[config.mk]
export PLATFORM = sky130hd
export DESIGN_NAME = video_mem_sched_flat
export DESIGN_NICKNAME = d
export VERILOG_FILES = /design/src/rtl/video_mem_sched_pkg.sv /design/src/rtl/video_mem_sched_if.sv /design/src/rtl/video_mem_slotmask.sv /design/src/rtl/video_mem_sched.sv /design/src/flat_wrapper.sv
export SDC_FILE = /design/constraint.sdc
export NUM_CORES = 1
export LEC_CHECK = 0
export ABC_AREA = 1
export CORE_MARGIN = 3
export CORE_UTILIZATION = 25
export DETAILED_ROUTE_END_ITERATION = 8
export SYNTH_ARGS = -nofsm -noshare
export SYNTH_HDL_FRONTEND = slang
export SYNTH_HIERARCHICAL = 1
export SYNTH_SLANG_ARGS = --single-unit
[constraint.sdc]
create_clock -name clk -period 3.9 [get_ports clk]
set_input_delay 0.975 -clock clk [delete_from_list [all_inputs] [get_ports clk]]
set_output_delay 0.975 -clock clk [all_outputs]
set_load 0.05 [all_outputs]
[src/rtl/video_mem_sched_pkg.sv]
// Shared definitions for the DRAM slot scheduler.
//   owner_e  : owner encoding driven on the owner port and used internally
//   bw_e     : video bandwidth encoding (video_bw port)
//   SLOT_W   : width of the DRAM slot counter
//   STARVE_W : width of the DMA starvation counter
//   owner_onehot() : owner -> {dma, cpu, video} one-hot pulse vector
package video_mem_sched_pkg;

  localparam int unsigned SLOT_W     = 3;
  localparam int unsigned STARVE_W   = 4;
  localparam int unsigned STARVE_MAX = 15;

  typedef enum logic [1:0] {
    OWN_IDLE  = 2'b00,
    OWN_VIDEO = 2'b01,
    OWN_CPU   = 2'b10,
    OWN_DMA   = 2'b11
  } owner_e;

  typedef enum logic [1:0] {
    BW_NONE = 2'b00,
    BW_8    = 2'b01,
    BW_4    = 2'b10,
    BW_2    = 2'b11
  } bw_e;

  // Bit 0 video, bit 1 CPU, bit 2 DMA; idle maps to no pulse.
  function automatic logic [2:0] owner_onehot(input owner_e own);
    logic [2:0] vec;
    vec = 3'b000;
    unique case (own)
      OWN_IDLE:  vec = 3'b000;
      OWN_VIDEO: vec = 3'b001;
      OWN_CPU:   vec = 3'b010;
      OWN_DMA:   vec = 3'b100;
      default:   vec = 3'b000;
    endcase
    return vec;
  endfunction

endpackage

[src/rtl/video_mem_sched_if.sv]
// Bundle of requester handshakes and DRAM command signals around the scheduler.
//   slave  : scheduler side (samples requests and cend, drives grants/strobes/dram_*)
//   master : environment side (video top level, CPU, DMA, DRAM controller)
interface video_mem_sched_if #(
  parameter int unsigned ADDR_W = 21
) ();

  logic              cend;

  logic              video_go;
  logic [1:0]        video_bw;
  logic [ADDR_W-1:0] video_addr;
  logic              video_next;
  logic              video_strobe;

  logic              cpu_req;
  logic              cpu_rnw;
  logic [ADDR_W-1:0] cpu_addr;
  logic              cpu_next;
  logic              cpu_strobe;

  logic              dma_req;
  logic              dma_rnw;
  logic [ADDR_W-1:0] dma_addr;
  logic              dma_next;
  logic              dma_strobe;

  logic              dram_req;
  logic              dram_rnw;
  logic [ADDR_W-1:0] dram_addr;
  logic [1:0]        owner;

  modport slave (
    input  cend,
    input  video_go, video_bw, video_addr,
    output video_next, video_strobe,
    input  cpu_req, cpu_rnw, cpu_addr,
    output cpu_next, cpu_strobe,
    input  dma_req, dma_rnw, dma_addr,
    output dma_next, dma_strobe,
    output dram_req, dram_rnw, dram_addr, owner
  );

  modport master (
    output cend,
    output video_go, video_bw, video_addr,
    input  video_next, video_strobe,
    output cpu_req, cpu_rnw, cpu_addr,
    input  cpu_next, cpu_strobe,
    output dma_req, dma_rnw, dma_addr,
    input  dma_next, dma_strobe,
    input  dram_req, dram_rnw, dram_addr, owner
  );

endinterface

[src/rtl/video_mem_slotmask.sv]
// Combinational video-slot decoder: flags whether a DRAM slot belongs to video.
//   slot       : slot index being allocated
//   video_bw   : bandwidth select (none, 1/8, 1/4, 1/2)
//   video_go   : fetch window active; slots are only claimed while high
//   video_slot : slot is reserved for video
module video_mem_slotmask
  import video_mem_sched_pkg::*;
(
  input  logic [SLOT_W-1:0] slot,
  input  logic [1:0]        video_bw,
  input  logic              video_go,
  output logic              video_slot
);

  logic bw_hit;

  always_comb begin
    bw_hit = 1'b0;
    unique case (bw_e'(video_bw))
      BW_NONE: bw_hit = 1'b0;
      BW_8:    bw_hit = (slot == '0);
      BW_4:    bw_hit = (slot[1:0] == 2'b00);
      BW_2:    bw_hit = ~slot[0];
      default: bw_hit = 1'b0;
    endcase
  end

  assign video_slot = bw_hit & video_go;

endmodule

[src/rtl/video_mem_sched.sv]
// DRAM slot scheduler. Each cend pulse closes one DRAM cycle and allocates the next
// among video fetch, CPU and DMA: video gets its reserved slots, CPU wins the free
// ones, and DMA wins a free slot once it has lost DMA_STARVE of them in a row.
//   clk, rst : system clock, asynchronous active-high reset
//   bus      : requester handshakes, cend, and registered dram_*/owner outputs
module video_mem_sched
  import video_mem_sched_pkg::*;
#(
  parameter int unsigned ADDR_W     = 21,
  parameter int unsigned DMA_STARVE = 4
) (
  input  logic              clk,
  input  logic              rst,
  video_mem_sched_if.slave  bus
);

  logic [SLOT_W-1:0]   slot_q, slot_d, slot_inc;
  logic [STARVE_W-1:0] starve_q, starve_d;
  owner_e              owner_q, owner_d, grant;
  logic                dram_req_q, dram_req_d;
  logic                dram_rnw_q, dram_rnw_d;
  logic [ADDR_W-1:0]   dram_addr_q, dram_addr_d;
  // {dma, cpu, video}
  logic [2:0]          next_q, next_d;
  logic [2:0]          strobe_q, strobe_d;
  logic                video_slot;
  logic                dma_starved;

  // The slot being allocated is the counter value after this cend's increment.
  assign slot_inc    = slot_q + 3'd1;
  assign dma_starved = (starve_q >= STARVE_W'(DMA_STARVE));

  video_mem_slotmask u_slotmask (
    .slot       (slot_inc),
    .video_bw   (bus.video_bw),
    .video_go   (bus.video_go),
    .video_slot (video_slot)
  );

  always_comb begin
    grant = OWN_IDLE;
    if (video_slot) begin
      grant = OWN_VIDEO;
    end else if (bus.dma_req && dma_starved) begin
      grant = OWN_DMA;
    end else if (bus.cpu_req) begin
      grant = OWN_CPU;
    end else if (bus.dma_req) begin
      grant = OWN_DMA;
    end
  end

  always_ff @(posedge clk or posedge rst) begin
    if (rst) begin
      slot_q      <= '0;
      starve_q    <= '0;
      owner_q     <= OWN_IDLE;
      dram_req_q  <= 1'b0;
      dram_rnw_q  <= 1'b1;
      dram_addr_q <= '0;
      next_q      <= '0;
      strobe_q    <= '0;
    end else begin
      slot_q      <= slot_d;
      starve_q    <= starve_d;
      owner_q     <= owner_d;
      dram_req_q  <= dram_req_d;
      dram_rnw_q  <= dram_rnw_d;
      dram_addr_q <= dram_addr_d;
      next_q      <= next_d;
      strobe_q    <= strobe_d;
    end
  end

  always_comb begin
    slot_d      = slot_q;
    starve_d    = starve_q;
    owner_d     = owner_q;
    dram_req_d  = dram_req_q;
    dram_rnw_d  = dram_rnw_q;
    dram_addr_d = dram_addr_q;
    next_d      = '0;
    strobe_d    = '0;
    if (bus.cend) begin
      slot_d   = slot_inc;
      owner_d  = grant;
      next_d   = owner_onehot(grant);
      // The cycle owned until now completes at this cend.
      strobe_d = owner_onehot(owner_q);
      unique case (grant)
        OWN_VIDEO: begin
          dram_req_d  = 1'b1;
          dram_rnw_d  = 1'b1;
          dram_addr_d = bus.video_addr;
        end
        OWN_CPU: begin
          dram_req_d  = 1'b1;
          dram_rnw_d  = bus.cpu_rnw;
          dram_addr_d = bus.cpu_addr;
        end
        OWN_DMA: begin
          dram_req_d  = 1'b1;
          dram_rnw_d  = bus.dma_rnw;
          dram_addr_d = bus.dma_addr;
        end
        default: begin
          // Idle cycle: address is held, direction parks at read.
          dram_req_d = 1'b0;
          dram_rnw_d = 1'b1;
        end
      endcase
      if (!bus.dma_req || grant == OWN_DMA) begin
        starve_d = '0;
      end else if (grant == OWN_CPU && starve_q != STARVE_W'(STARVE_MAX)) begin
        starve_d = starve_q + 4'd1;
      end
    end
  end

  always_comb begin
    bus.owner        = owner_q;
    bus.dram_req     = dram_req_q;
    bus.dram_rnw     = dram_rnw_q;
    bus.dram_addr    = dram_addr_q;
    bus.video_next   = next_q[0];
    bus.cpu_next     = next_q[1];
    bus.dma_next     = next_q[2];
    bus.video_strobe = strobe_q[0];
    bus.cpu_strobe   = strobe_q[1];
    bus.dma_strobe   = strobe_q[2];
  end

endmodule
[src/flat_wrapper.sv]
// flat-port wrapper written by rule: the top's interface ports become plain ports
module video_mem_sched_flat import video_mem_sched_pkg::*;
#(
  parameter int unsigned ADDR_W     = 21,
  parameter int unsigned DMA_STARVE = 4
)
  (clk, rst, bus_cend, bus_video_go, bus_video_bw, bus_video_addr, bus_video_next, bus_video_strobe, bus_cpu_req, bus_cpu_rnw, bus_cpu_addr, bus_cpu_next, bus_cpu_strobe, bus_dma_req, bus_dma_rnw, bus_dma_addr, bus_dma_next, bus_dma_strobe, bus_dram_req, bus_dram_rnw, bus_dram_addr, bus_owner);
  video_mem_sched_if #(.ADDR_W(ADDR_W)) bus_i ();
  input  logic clk;
  input  logic rst;
  input wire logic [$bits(bus_i.cend)-1:0] bus_cend;
  input wire logic [$bits(bus_i.video_go)-1:0] bus_video_go;
  input wire logic [$bits(bus_i.video_bw)-1:0] bus_video_bw;
  input wire logic [$bits(bus_i.video_addr)-1:0] bus_video_addr;
  output wire logic [$bits(bus_i.video_next)-1:0] bus_video_next;
  output wire logic [$bits(bus_i.video_strobe)-1:0] bus_video_strobe;
  input wire logic [$bits(bus_i.cpu_req)-1:0] bus_cpu_req;
  input wire logic [$bits(bus_i.cpu_rnw)-1:0] bus_cpu_rnw;
  input wire logic [$bits(bus_i.cpu_addr)-1:0] bus_cpu_addr;
  output wire logic [$bits(bus_i.cpu_next)-1:0] bus_cpu_next;
  output wire logic [$bits(bus_i.cpu_strobe)-1:0] bus_cpu_strobe;
  input wire logic [$bits(bus_i.dma_req)-1:0] bus_dma_req;
  input wire logic [$bits(bus_i.dma_rnw)-1:0] bus_dma_rnw;
  input wire logic [$bits(bus_i.dma_addr)-1:0] bus_dma_addr;
  output wire logic [$bits(bus_i.dma_next)-1:0] bus_dma_next;
  output wire logic [$bits(bus_i.dma_strobe)-1:0] bus_dma_strobe;
  output wire logic [$bits(bus_i.dram_req)-1:0] bus_dram_req;
  output wire logic [$bits(bus_i.dram_rnw)-1:0] bus_dram_rnw;
  output wire logic [$bits(bus_i.dram_addr)-1:0] bus_dram_addr;
  output wire logic [$bits(bus_i.owner)-1:0] bus_owner;
  assign bus_i.cend = bus_cend;
  assign bus_i.video_go = bus_video_go;
  assign bus_i.video_bw = bus_video_bw;
  assign bus_i.video_addr = bus_video_addr;
  assign bus_video_next = bus_i.video_next;
  assign bus_video_strobe = bus_i.video_strobe;
  assign bus_i.cpu_req = bus_cpu_req;
  assign bus_i.cpu_rnw = bus_cpu_rnw;
  assign bus_i.cpu_addr = bus_cpu_addr;
  assign bus_cpu_next = bus_i.cpu_next;
  assign bus_cpu_strobe = bus_i.cpu_strobe;
  assign bus_i.dma_req = bus_dma_req;
  assign bus_i.dma_rnw = bus_dma_rnw;
  assign bus_i.dma_addr = bus_dma_addr;
  assign bus_dma_next = bus_i.dma_next;
  assign bus_dma_strobe = bus_i.dma_strobe;
  assign bus_dram_req = bus_i.dram_req;
  assign bus_dram_rnw = bus_i.dram_rnw;
  assign bus_dram_addr = bus_i.dram_addr;
  assign bus_owner = bus_i.owner;
  video_mem_sched #(.ADDR_W(ADDR_W), .DMA_STARVE(DMA_STARVE)) u_core (.clk(clk), .rst(rst), .bus(bus_i));
endmodule
== After elaboration in Yosys (flattened, before gate mapping) ==
Index checks and enable logic that the tools add are counted.

* Input port bits: 73
* Logic and storage cells: 51
* Output and inout bits: 31
* Bits in registers: 38

* Bitwise operators: 2
* Mux-type cells: 14
* Order comparisons: 1
* Reduce and logical (&&, ||, !) cells: 14
* Eq/ne operators: 10
* $add $sub $neg: 2

{| class="wikitable"
|+ Operators by type and width
! operator !! number
|-
| one-hot mux 21 bit (3 select lines) || 1
|-
| one-hot mux 3 bit (4 select lines) || 2
|-
| equality test 2 bit, second input constant || 6
|-
| logical NOT 2 bit || 4
|-
| two-way mux 2 bit || 4
|-
| two-way mux 4 bit || 2
|-
| equality test 2 x 1 -> 1 bit, second input constant || 3
|-
| two-way mux 3 bit || 2
|-
| adder 4 x 1 -> 4 bit, second input constant || 1
|-
| greater-or-equal comparator 4 x 3 -> 1 bit, second input constant || 1
|-
| inequality test 4 bit, second input constant || 1
|-
| one-hot mux 1 bit (4 select lines) || 1
|-
| AND reduction 2 bit || 2
|-
| adder 3 x 1 -> 3 bit, second input constant || 1
|-
| logical NOT 3 bit || 1
|-
| nonzero test 3 bit || 1
|-
| OR reduction 3 bit || 1
|-
| logical AND 1 bit || 2
|-
| one-hot mux 1 bit (2 select lines) || 1
|-
| nonzero test 2 bit || 1
|-
| bitwise AND 1 bit || 1
|-
| logical NOT 1 bit || 1
|-
| logical OR 1 bit || 1
|-
| two-way mux 1 bit || 1
|-
| inverter 1 bit || 1
|}

== Logic depth before layout (Yosys ltp) ==
Gate-level depths: netlist (run 1).

* Depth in word-level cells: 9
* Mapped depth: 12
* Gate-level depth less buffers: 11

== Modules after synthesis ==
The synthesis (run 1) kept the hierarchy.

{| class="wikitable"
|+ Modules (own cells, without submodules)
! module !! seq. area each (um^2) !! area an instance (um^2) !! times used !! cells an instance
|-
| video_mem_sched || 952.2 || 2055.7 || 1 || 267
|-
| video_mem_slotmask || 0.0 || 31.3 || 1 || 8
|}

== Least setup slack after synthesis (run 1) ==
Ideal clock, no wire load.

* Path type: input-to-reg
* Start: input bus_video_bw[1]
* End: register u_core.dram_addr_q[10] (netlist: u_core/bus.dram_addr[10])
* Path buffers: 1
* Setup time: 0.118 ns
* Data arrival time: 1.999 ns
* Stages: 10
* Data required time: 3.782 ns
* Path slack: 1.784 ns
* Cells stage by stage: inv_1 nor2_1 nor2_1 nor2_1 inv_1 buf_1 nand4_1 nand3_1 nand2_1 nand2_1

* Word-level cells in the longest chain between the ends: 7
* Elaborated cells on any way between the ends: 13
* Classes of those cells: 6 x eq/ne; 3 x mux; 1 x bitwise; 3 x reduce/logical

{| class="wikitable"
|+ Ends and longest elaborated chain
! item !! RTL line !! RTL
|-
| from (decl) || flat_wrapper.sv:13 || <nowiki>input wire logic [$bits(bus_i.video_bw)-1:0] bus_video_bw;</nowiki>
|-
| equality test 2 bit (tied with other cells) || video_mem_slotmask.sv:19 || <nowiki>unique case (bw_e'(video_bw))</nowiki>
|-
| one-hot mux 1 bit (4 select lines) * || video_mem_slotmask.sv:19 ||
|-
| bitwise AND 1 bit * || video_mem_slotmask.sv:28 || <nowiki>assign video_slot = bw_hit & video_go;</nowiki>
|-
| net u_core.video_slot || video_mem_sched.sv:26 || <nowiki>logic video_slot;</nowiki>
|-
| two-way mux 2 bit * || video_mem_sched.sv:42 || <nowiki>if (video_slot) begin</nowiki>
|-
| equality test 2 x 1 -> 1 bit / equality test 2 bit (equally long branches) || video_mem_sched.sv:90 || <nowiki>unique case (grant)</nowiki>
|-
| nonzero test 3 bit (no source line) || - ||
|-
| AND reduction 2 bit (no source line) || - ||
|-
| to (signal assigned) || video_mem_sched.sv:69 || <nowiki>dram_addr_q <= dram_addr_d;</nowiki>
|-
| to (decl) || video_mem_sched.sv:22 || <nowiki>logic [ADDR_W-1:0] dram_addr_q, dram_addr_d;</nowiki>
|}

The timed path passes the listed nets; every way through them passes the cells marked *.
A chain may end at the register's enable or synchronous reset.

== Final worst setup path (run 1) ==
* Start: input bus_cpu_req
* End: register u_core.dram_addr_q[12] (netlist: u_core/bus.dram_addr[12])

* Word-level cells in the longest chain between the ends: 6
* Elaborated cells on any way between the ends: 9
* Classes of those cells: 3 x eq/ne; 4 x mux; 2 x reduce/logical

{| class="wikitable"
|+ Ends and longest elaborated chain
! item !! RTL line !! RTL
|-
| from (decl) || flat_wrapper.sv:17 || <nowiki>input wire logic [$bits(bus_i.cpu_req)-1:0] bus_cpu_req;</nowiki>
|-
| two-way mux 2 bit * || video_mem_sched.sv:46 || <nowiki>end else if (bus.cpu_req) begin</nowiki>
|-
| two-way mux 2 bit * || video_mem_sched.sv:44 || <nowiki>end else if (bus.dma_req && dma_starved) begin</nowiki>
|-
| two-way mux 2 bit * || video_mem_sched.sv:42 ||
|-
| equality test 2 x 1 -> 1 bit / equality test 2 bit (equally long branches) || video_mem_sched.sv:90 ||
|-
| nonzero test 3 bit (no source line) || - ||
|-
| AND reduction 2 bit (no source line) || - ||
|}

Mark *: on every way between the ends. The rest lies on a longest branch, timed or not.

==> results.md, run 1 <==
* Slew @ Worst Pin at 1.02 ns
* Initial cell density of the core at 0.263
* Crit Path Category: in2reg
* Final Hold Fails at 0
* Hold Path Depth at 1
* Async S/R FF share, synth at 1.00
* HP Start: u_core/bus.owner[1]
* Post-DP Area at 0.00317 mm^2
* CTS Root Cell: clkbuf_8
* Setup violators final at 0
* Clk Latency, worst-skew pair at 0.28 ns
* Final core occ at 0.414
* RD Place Congestion at ~0.76
* Global-route wire length before repair at 11.4 mm
* Via density per instance at 4.76
* Slowest-stage cell, CP: clkdlybuf4s50_1
* Tmin final at 3.02 ns
* Reg2reg end: u_core/bus.dram_addr[12]
* Crit-path cells: clkdlybuf4s50_1 > nand2_2 > nand2_4 > nand3_2 > nand2_2 > inv_2 > nand2_1 > nand2_1
* Register area share after synthesis at 0.456
* Antenna violations before repair at 0
* Most frequent cells in the layout: clkdlybuf4s50_1 (103), nand2_1 (102), nand3_1 (49), dfrtp_1 (37), nand4_1 (24)
* CP top delay family: simple AND/OR/NAND/NOR gates
* Flops & latches, synth at 38
* CTS Buffer Depth at 2
* Post-synthesis instance total at 275
* Min-Delay Path Class: reg2reg
* Vias in the first global route at 2333
* Ys Warns at 6
* Crit path launch type: input pin
* Via Count at 2259
* Die Y at slightly below 100 um
* WL final at 6.74 mm
* # resized after CTS at 0
* Post-CTS Setup Bufs at 0
* RSZ-0062 raised after global routing: false
* R2r startpoint: u_core/slot_q[0]
* Status: complete, no violations
* Worst path bufs/invs at 2
* Hold Path End: u_core/strobe_q[0]
* Grt total ovfl at 0
* CTS clk-pin slew, worst paths at 0.07 ns
* Setup slack, reg-to-reg at 1.49 ns
* Max cap viols at 0
* Diodes inserted at 0
* Dominant synthesized flop cell: dfrtp_1
* Final TNS setup at 0 ns
* Clock Skew at about 0.0042 ns
* Area Growth Syn to Fin at 57.3%
* Fin area at 0.00328 mm^2
* Layout Cells excl Fill at 475
* Final nets at around 450
* Final hold slack at 0.473 ns
* Post-synth net total at 350
* Avg Cell Area, Syn at 7.59 um^2
* P_leak at 0.00154 uW
* I/O pin cnt at around 100
* Pwr Density at 499 mW/mm^2
* Peak VDD IR at 0.156 mV
* Hpwl dp at roughly 5 mm
* CP Data Arrival Time at 3.19 ns
* Placed Cells at between 400 and 500
* CP max FO at 24
* Syn Std Cell Area at 0.00209 mm^2
* Drt first pass iters at 4
* Fin crit share at 0.773
* Core area at 0.00793 mm^2
* Fmax at 332 MHz
* WP data required at between 4 and 5 ns
* Most common cell after layout, fill and taps aside: clkdlybuf4s50_1
* Die width at 97.4 um
* # rows at 32
* Initial DRC Count at 119
* Slowest stage delay, CP at about 0.54 ns
* Routed Antenna Nets at 0
* Synth cell types at 25
* Cells on worst reg2reg path at 11
* CTS Sinks at 38
* Layout cells sized above 1 at 0.0617
* Fin. max-slew vios at 0
* Routed len/inst at about 14 um
* GRT Overall Usage at 0.145
* Port-buffer cells at 103
* TritonCTS clock tree: yes
* Hold-fix buffers, CTS at 0
* Die area at 0.00948 mm^2
* Largest net degree at the start of global routing at 27
* Post-synth EDFFs at 0
* Setup crit end kind: flip-flop
* TritonCTS buffer count at 5
* DRC at 0
* Worst rel slew slack at 0.318
* H-tree depth at 2
[worst max path at each step]
stage / slack [ns] / start / cells after the start / to
after floorplan: 1.78 / bus_video_bw[1] / 10 / u_core/bus.dram_addr[10]
after global placement: 0.62 / bus_cpu_req / 8 / u_core/bus.dram_addr[7]
after detailed placement: 0.52 / bus_cpu_req / 8 / u_core/bus.dram_addr[12]
after CTS: 0.85 / bus_cpu_req / 8 / u_core/bus.dram_addr[12]
after global routing: 0.64 / bus_cpu_req / 8 / u_core/bus.dram_addr[0]
final: 0.88 / bus_cpu_req / 8 / u_core/bus.dram_addr[12]
[metal layers]
| layer | track usage | routed length, um | part of all wire | vias up |
|---|---|---|---|---|
| met3 | 0.0503 | 528 | 0.078 | 4 |
| met1 | 0.185 | 3030 | 0.45 | 1062 |
| li1 | - | - | - | 1112 |
| met5 | 0 | 0 | 0 | - |
| met4 | 0.0298 | 40 | 0.0059 | 0 |
| met2 | 0.239 | 3150 | 0.47 | 81 |
[report_power, final]
| group | switching (uW) | internal (uW) | total [uW] | leakage (uW) |
|---|---|---|---|---|
| logic | 500 | 281 | 781 | 0.00100 |
| registers | 52.6 | 482 | 534 | 0.000478 |
| clock network | 134 | 188 | 322 | 0.0000579 |
[through the flow]
| stage | total power, uW | worst slack, ns |
|---|---|---|
| 6_report | 1640 | 0.884 |
| 5_1_grt | 1750 | 0.643 |
| 4_1_cts | 1660 | 0.848 |
| 3_5_place_dp | 1330 | 0.522 |
| 3_3_place_gp | 1320 | 0.618 |
| 2_1_floorplan | 1040 | 1.78 |
[Yosys cell counts, types with 2 or more instances]
cell      number  area (um^2)
a21oi_1        2         10.0
clkbuf_1       4         15.0
nand2_1      102          383
inv_2          2         7.51
inv_1         10         37.5
buf_4          5         37.5
nor2_1         7         26.3
xor2_1         3         26.3
nor2_2         2         12.5
nand4_1       24          150
nand2_2        2         12.5
buf_6          2         22.5
o21ai_0        5         25.0
dfrtp_1       37          926
ha_1           2         25.0
buf_2          6         30.0
nand3_1       49          245
nor3_1         4         20.0
[layout make-up]
type | count | area (um^2)
sequential | 38 | 952
fill | 809 | 4640
multi-input combinational | 207 | 981
clock inverter | 3 | 40.0
inverter | 12 | 45.0
tap | 102 | 128
clock buffer | 5 | 68.8
timing repair buffer | 108 | 1070
[kinds of logic (layout without fill, tap and decap cells)]
| logic type | after synthesis | after routing | share of synthesized area |
|---|---|---|---|
| flip-flops | 38 | 38 | 0.456 |
| adder cells (fa/ha/maj) | 2 | 2 | 0.0120 |
| AND/OR/NAND/NOR | 193 | 193 | 0.423 |
| AO/OA/AOI/OAI | 9 | 9 | 0.0228 |
| buffers and inverters | 30 | 128 | 0.0737 |
| XOR/XNOR | 3 | 3 | 0.0126 |
[registers in the layout (all words and copies together), names as in the netlist]
name / cells
u_core/starve_q: 4
u_core/bus.dram_req: 1
u_core/strobe_q: 3
u_core/bus.dram_rnw: 1
u_core/bus.dram_addr: 21
u_core/next_q: 3
u_core/slot_q: 3
u_core/bus.owner: 2
[worst register-to-register path: stages (launching register included)]
cell and delay, ns:
dfrtp_1 0.41, ha_1 0.22, xor2_1 0.16, o21ai_1 0.12, nand2_1 0.06, nor2_1 0.30, inv_1 0.13, nand3_2 0.10
nand2_2 0.27, inv_2 0.41, nand2_1 0.11, nand2_1 0.07
No activity file was read; power rests on OpenSTA's default activity.
==> run 2: changes to the inputs <==
clock period = 2.7 ns   (was 3.9 ns; I/O delays follow)
==> run 2 against run 1 <==
Combinational power grew 47%. Cell count increased by 0.63%. Largest cell class unchanged. Highest routed layer unchanged. Largest power group unchanged. First-iteration DRC count is 39% higher.
==> results.md, run 2 (synthesis gave the netlist of run 1 again) <==
* Global routing's busiest layer: met2
* Grt total ovfl at 0
* RSZ-0062 raised after global routing: false
* Cells on worst reg2reg path at 11
* I/O pin cnt at approximately 100
* Crit path launch type: flip-flop
* Initial cell density of the core at 0.263
* Tmin final at 2.32 ns
* Most common cell after layout, fill and taps aside: clkdlybuf4s50_1
* Peak VDD IR at 0.198 mV
* Final nets at 450
* Slowest-stage cell, CP: clkdlybuf4s50_1
* Layout cells sized above 1 at 0.0691
* Fin crit share at 0.858
* Comb power frac at 0.479
* CP top delay family: buffers and inverters
* DRC at 0
* Hold-fix buffers, CTS at 0
* # rows at 32
* Hpwl dp at 4.86 mm
* CP max FO at 2
* Clock Skew at 0.0113 ns
* Setup crit end kind: output port
* CTS Sinks at 38
* WP data required at between 2 and 2.5 ns
* Final TNS setup at 0 ns
* Via Count at 2279
* P_leak at about 0.0016 uW
* Pwr Density at 722 mW/mm^2
* Worst path bufs/invs at 1
* Met1 Resource Use GR at 0.189
* Largest net degree at the start of global routing at 39
* Global-route wire length before repair at 11.4 mm
* Port-buffer cells at roughly 100
* Initial DRC Count at 165
* CTS clk-pin slew, worst paths at 0.08 ns
* HP Start: u_core/bus.owner[0]
* Clock Power Share at 0.200
* H-tree depth at 2
* Vias in the first global route at 2293
* CTS Root Cell: clkbuf_8
* Psw at 1010 uW
* Antenna violations before repair at 0
* Min-Delay Path Class: reg2reg
* Reg2reg end: u_core/starve_q[2]
* Global-route met2 utilization at 0.230
* Fin. max-slew vios at 0
* Die area at 0.00948 mm^2
* WL final at 6.77 mm
* Status: complete, no violations
* Most frequent cells in the layout: clkdlybuf4s50_1 (103), nand2_1 (102), nand3_1 (49), dfrtp_1 (37), nand4_1 (24)
* Die width at 97.4 um
* Routed len/inst at 14.2 um
* R2r startpoint: u_core/slot_q[0]
* Hold Path End: u_core/strobe_q[1]
* Max cap viols at 0
* Setup violators final at 0
* Fin area at 0.00332 mm^2
* Slowest stage delay, CP at 0.80 ns
* TritonCTS buffer count at 5
* Worst rel slew slack at 0.639
* GRT Overall Usage at 0.146
* Routed Antenna Nets at 0
* Max FFs per register at 21
* P_int at 1390 uW
* Fmax at 432 MHz
* Reg power frac at 0.321
* Crit Path Category: reg2out
* Core area at 0.00793 mm^2
* CP Data Arrival Time at 1.64 ns
* Drt first pass iters at 5
* # resized after CTS at 0
* Final Hold Fails at 0
* Area Growth Syn to Fin at 59.0%
* RD Place Congestion at 0.772
* Diodes inserted at 0
* Met3 usage at 0.0538
* Post-DP Area at 0.00321 mm^2
* Die Y at 97.4 um
* Post-CTS Setup Bufs at 0
* Setup slack, reg-to-reg at 0.55 ns
* Switching part of the total at 0.419
* Slew @ Worst Pin at 0.540 ns
* Clk Latency, worst-skew pair at 0.30 ns
* Hold Path Depth at 1
* Via density per instance at 4.77
* TritonCTS clock tree: yes
* CTS Buffer Depth at 2
* Crit-path cells: clkdlybuf4s50_1
==> run 2: worst max-delay path by stage <==
stage | depth (start not counted) | startpoint | to | slack, ns
final | 1 | u_core/bus.dram_rnw | bus_dram_rnw | 0.38
after global routing | 11 | bus_video_bw[1] | u_core/starve_q[1] | 0.35
after CTS | 1 | u_core/bus.dram_rnw | bus_dram_rnw | 0.37
after detailed placement | 11 | bus_video_bw[1] | u_core/starve_q[0] | 0.19
after global placement | 11 | bus_video_bw[1] | u_core/starve_q[0] | 0.26
after floorplan | 11 | u_core/slot_q[0] | u_core/bus.dram_addr[10] | 0.82
==> run 2: per-layer routing <==
metal / part of all wire / wire length, um / vias to the layer above
li1: - / - / 1115
met1: 0.44 / 2980 / 1041
met2: 0.45 / 3070 / 112
met3: 0.099 / 669 / 11
met4: 0.0071 / 48 / 0
met5: 0 / 0 / -
==> run 2: layout make-up <==
cell class	count	area [um^2]
timing repair buffer	111	1100
clock inverter	3	40.0
clock buffer	5	68.8
sequential	38	952
tap	102	128
multi-input combinational	207	981
inverter	12	45.0
fill	807	4610
==> run 2: power groups by stage <==
stage	Sequential (uW)	Clock, uW	Combinational [uW]
3_5_place_dp	777	0	1150
4_1_cts	768	493	1160
2_1_floorplan	1120	0	382
6_report	768	479	1150
3_3_place_gp	777	0	1150
5_1_grt	786	520	1240
==> run 2: metrics by stage <==
step	hold WS (ns)	instances	setup slack (ns)	power (uW)	util
finish	0.463	478	0.384	2400	0.419
global route	0.496	478	0.350	2550	0.419
CTS	0.472	478	0.375	2420	0.419
detailed placement	0.458	470	0.195	1930	0.405
global placement	0.461	470	0.256	1920	0.405
floorplan	0.446	275	0.815	1500	-
==> RTL edit (config.mk and constraints of run 2) <==
`SLOT_W`: 3 -> 4.
--- a/src/rtl/video_mem_sched_pkg.sv
+++ b/src/rtl/video_mem_sched_pkg.sv
@@ -6,7 +6,7 @@
 //   owner_onehot() : owner -> {dma, cpu, video} one-hot pulse vector
 package video_mem_sched_pkg;
 
-  localparam int unsigned SLOT_W     = 3;
+  localparam int unsigned SLOT_W     = 4;
   localparam int unsigned STARVE_W   = 4;
   localparam int unsigned STARVE_MAX = 15;
 
Check against the original RTL: not equivalent (a bounded check fails within 10 cycles, from zero or initial values and one cycle with rst high).
==> RTL edit against run 2 <==
- sequential cell count is 1 higher
- largest power group unchanged
- total power is 13% higher
- critical path type is now input pin to register
- final cell count is 3.1% higher
- design area is 1.4% higher
- synthesized cell count is 4.0% higher
- first-iteration DRC count is 22% lower
- setup slack worse by 0.069 ns
- maximum frequency is 2.9% lower
- area after synthesis is 3.1% higher
- via count is 1.3% higher
- sequential power is 12% higher
- wire length is 6.2% higher
- die area is 2.9% higher
==> RTL edit: results (changes against run 2) <==
syn nets: 361 (was 350)
vias per cell: 4.684 (was 4.768)
DR pass1 iterations: 4 (was 5)
Total Routing Usage GR: 0.1447 (was 0.1458)
LEAKAGE: 1.565 nW (was 1.558 nW)
post-synth cell types: 28 (was 25)
reg2reg path depth: 10 (was 11)
H-tree Lvls: 2 (unchanged)
delay-heaviest family, CP: simple AND/OR/NAND/NOR gates (was buffers and inverters)
Layout Skew: 0.007906 ns (was 0.01132 ns)
slowest CP cell: nor2_2 (was clkdlybuf4s50_1)
GP Congestion: 0.8166 (was 0.7718)
Area after DPL: 3282 um2 (was 3209 um2)
Compound-Gate Fraction of Synth Area: 0.02618 (was 0.02278)
Setup WS post-layout: 0.3152 ns (was 0.3841 ns)
critical setup path kind: input pin to register (was register to output pin)
post-CTS setup buffers: 0 (unchanged)
register area share after synthesis: 0.4543 (was 0.4562)
Setup crit start: bus_video_bw[0] (was u_core/bus.dram_rnw)
vias in the first global route: 2278 (was 2293)
Clock transition at path regs: 0.07 ns
top cells by area, synth: dfrtp_1 (44%), nand2_1 (18%), nand3_1 (12%) (unchanged)
status: finished, final reports clean (unchanged)
hold_sp: u_core/bus.owner[1] (was u_core/bus.owner[0])
Cells after Synth: 286 (was 275)
Total Wirelength: 7192 um (was 6771 um)
Ys Warns: 6 (unchanged)
Post-Synth Adder-Cell Area: 0.01163 (was 0.01199)
share of cells above drive strength 1: 0.07474 (was 0.06915)
worst vdd ir: 0.2891 mV (was 0.1978 mV)
post-DP HPWL: 5244 um (was 4863 um)
Least-Margin Pin Slew: 0.9558 ns (was 0.5397 ns)
largest net degree at the start of global routing: 27 (was 39)
Num CTS Buffers: 5 (unchanged)
r2r setup slk: 0.37 ns (was 0.55 ns)
fillers: 864 (was 807)
wire length of the first global-routing pass: 11380 um (was 11390 um)
CP peak stage delay: 0.75 ns (was 0.80 ns)
Worst Path Arrival: 2.62 ns (was 1.64 ns)
Post-synth top cells: nand2_1 (106), nand3_1 (53), dfrtp_1 (38), nand4_1 (21), inv_1 (12) (was nand2_1 (102), nand3_1 (49), dfrtp_1 (37), nand4_1 (24), inv_1 (10))
worst hold slack: 0.4728 ns (was 0.4631 ns)
Non-Filler Instances: 493 (was 478)
critical-path maximum fanout: 22 (was 2)
Layout Nets: 462 (was 450)
hold endpoint: u_core/strobe_q[0] (was u_core/strobe_q[1])
dpl ws: 0.02744 ns (was 0.1949 ns)
Iter 0 DRT Violations: 128 (was 165)
==> RTL edit: changes by cell type in the layout (fill, tap and decap cells not counted), sizes merged, moves of 2 or more <==
cell / change
nand3: +5
nand2: +3
clkbuf: +2
nand4: -3
buf: +2
o21ai: -4
inv: +2
==> RTL edit: layout make-up <==
class	count	area (um2)	share of cell area
clock buffers	7	76.32	0.02269
clock inverters	1	5.005	0.001488
inverters	15	56.30	0.01674
multi-input cells	213	1011	0.3006
flip-flops and latches	39	977.2	0.2906
well taps	105	131.4	0.03906
repair buffers	113	1106	0.3289
==> RTL edit: where the power goes <==
| part | switching, W | internal [W] |
|---|---|---|
| Clock | 0.000203 | 0.000182 |
| Sequential | 0.000105 | 0.000756 |
| Combinational | 0.000949 | 0.000522 |
==> RTL edit: routing by layer <==
metal,part of all wire,wire length (um),track usage
met1,0.45,3222,0.1957
met3,0.076,550,0.03751
met4,0.013,94,0.03782
met2,0.46,3324,0.2304
met5,0,0,0
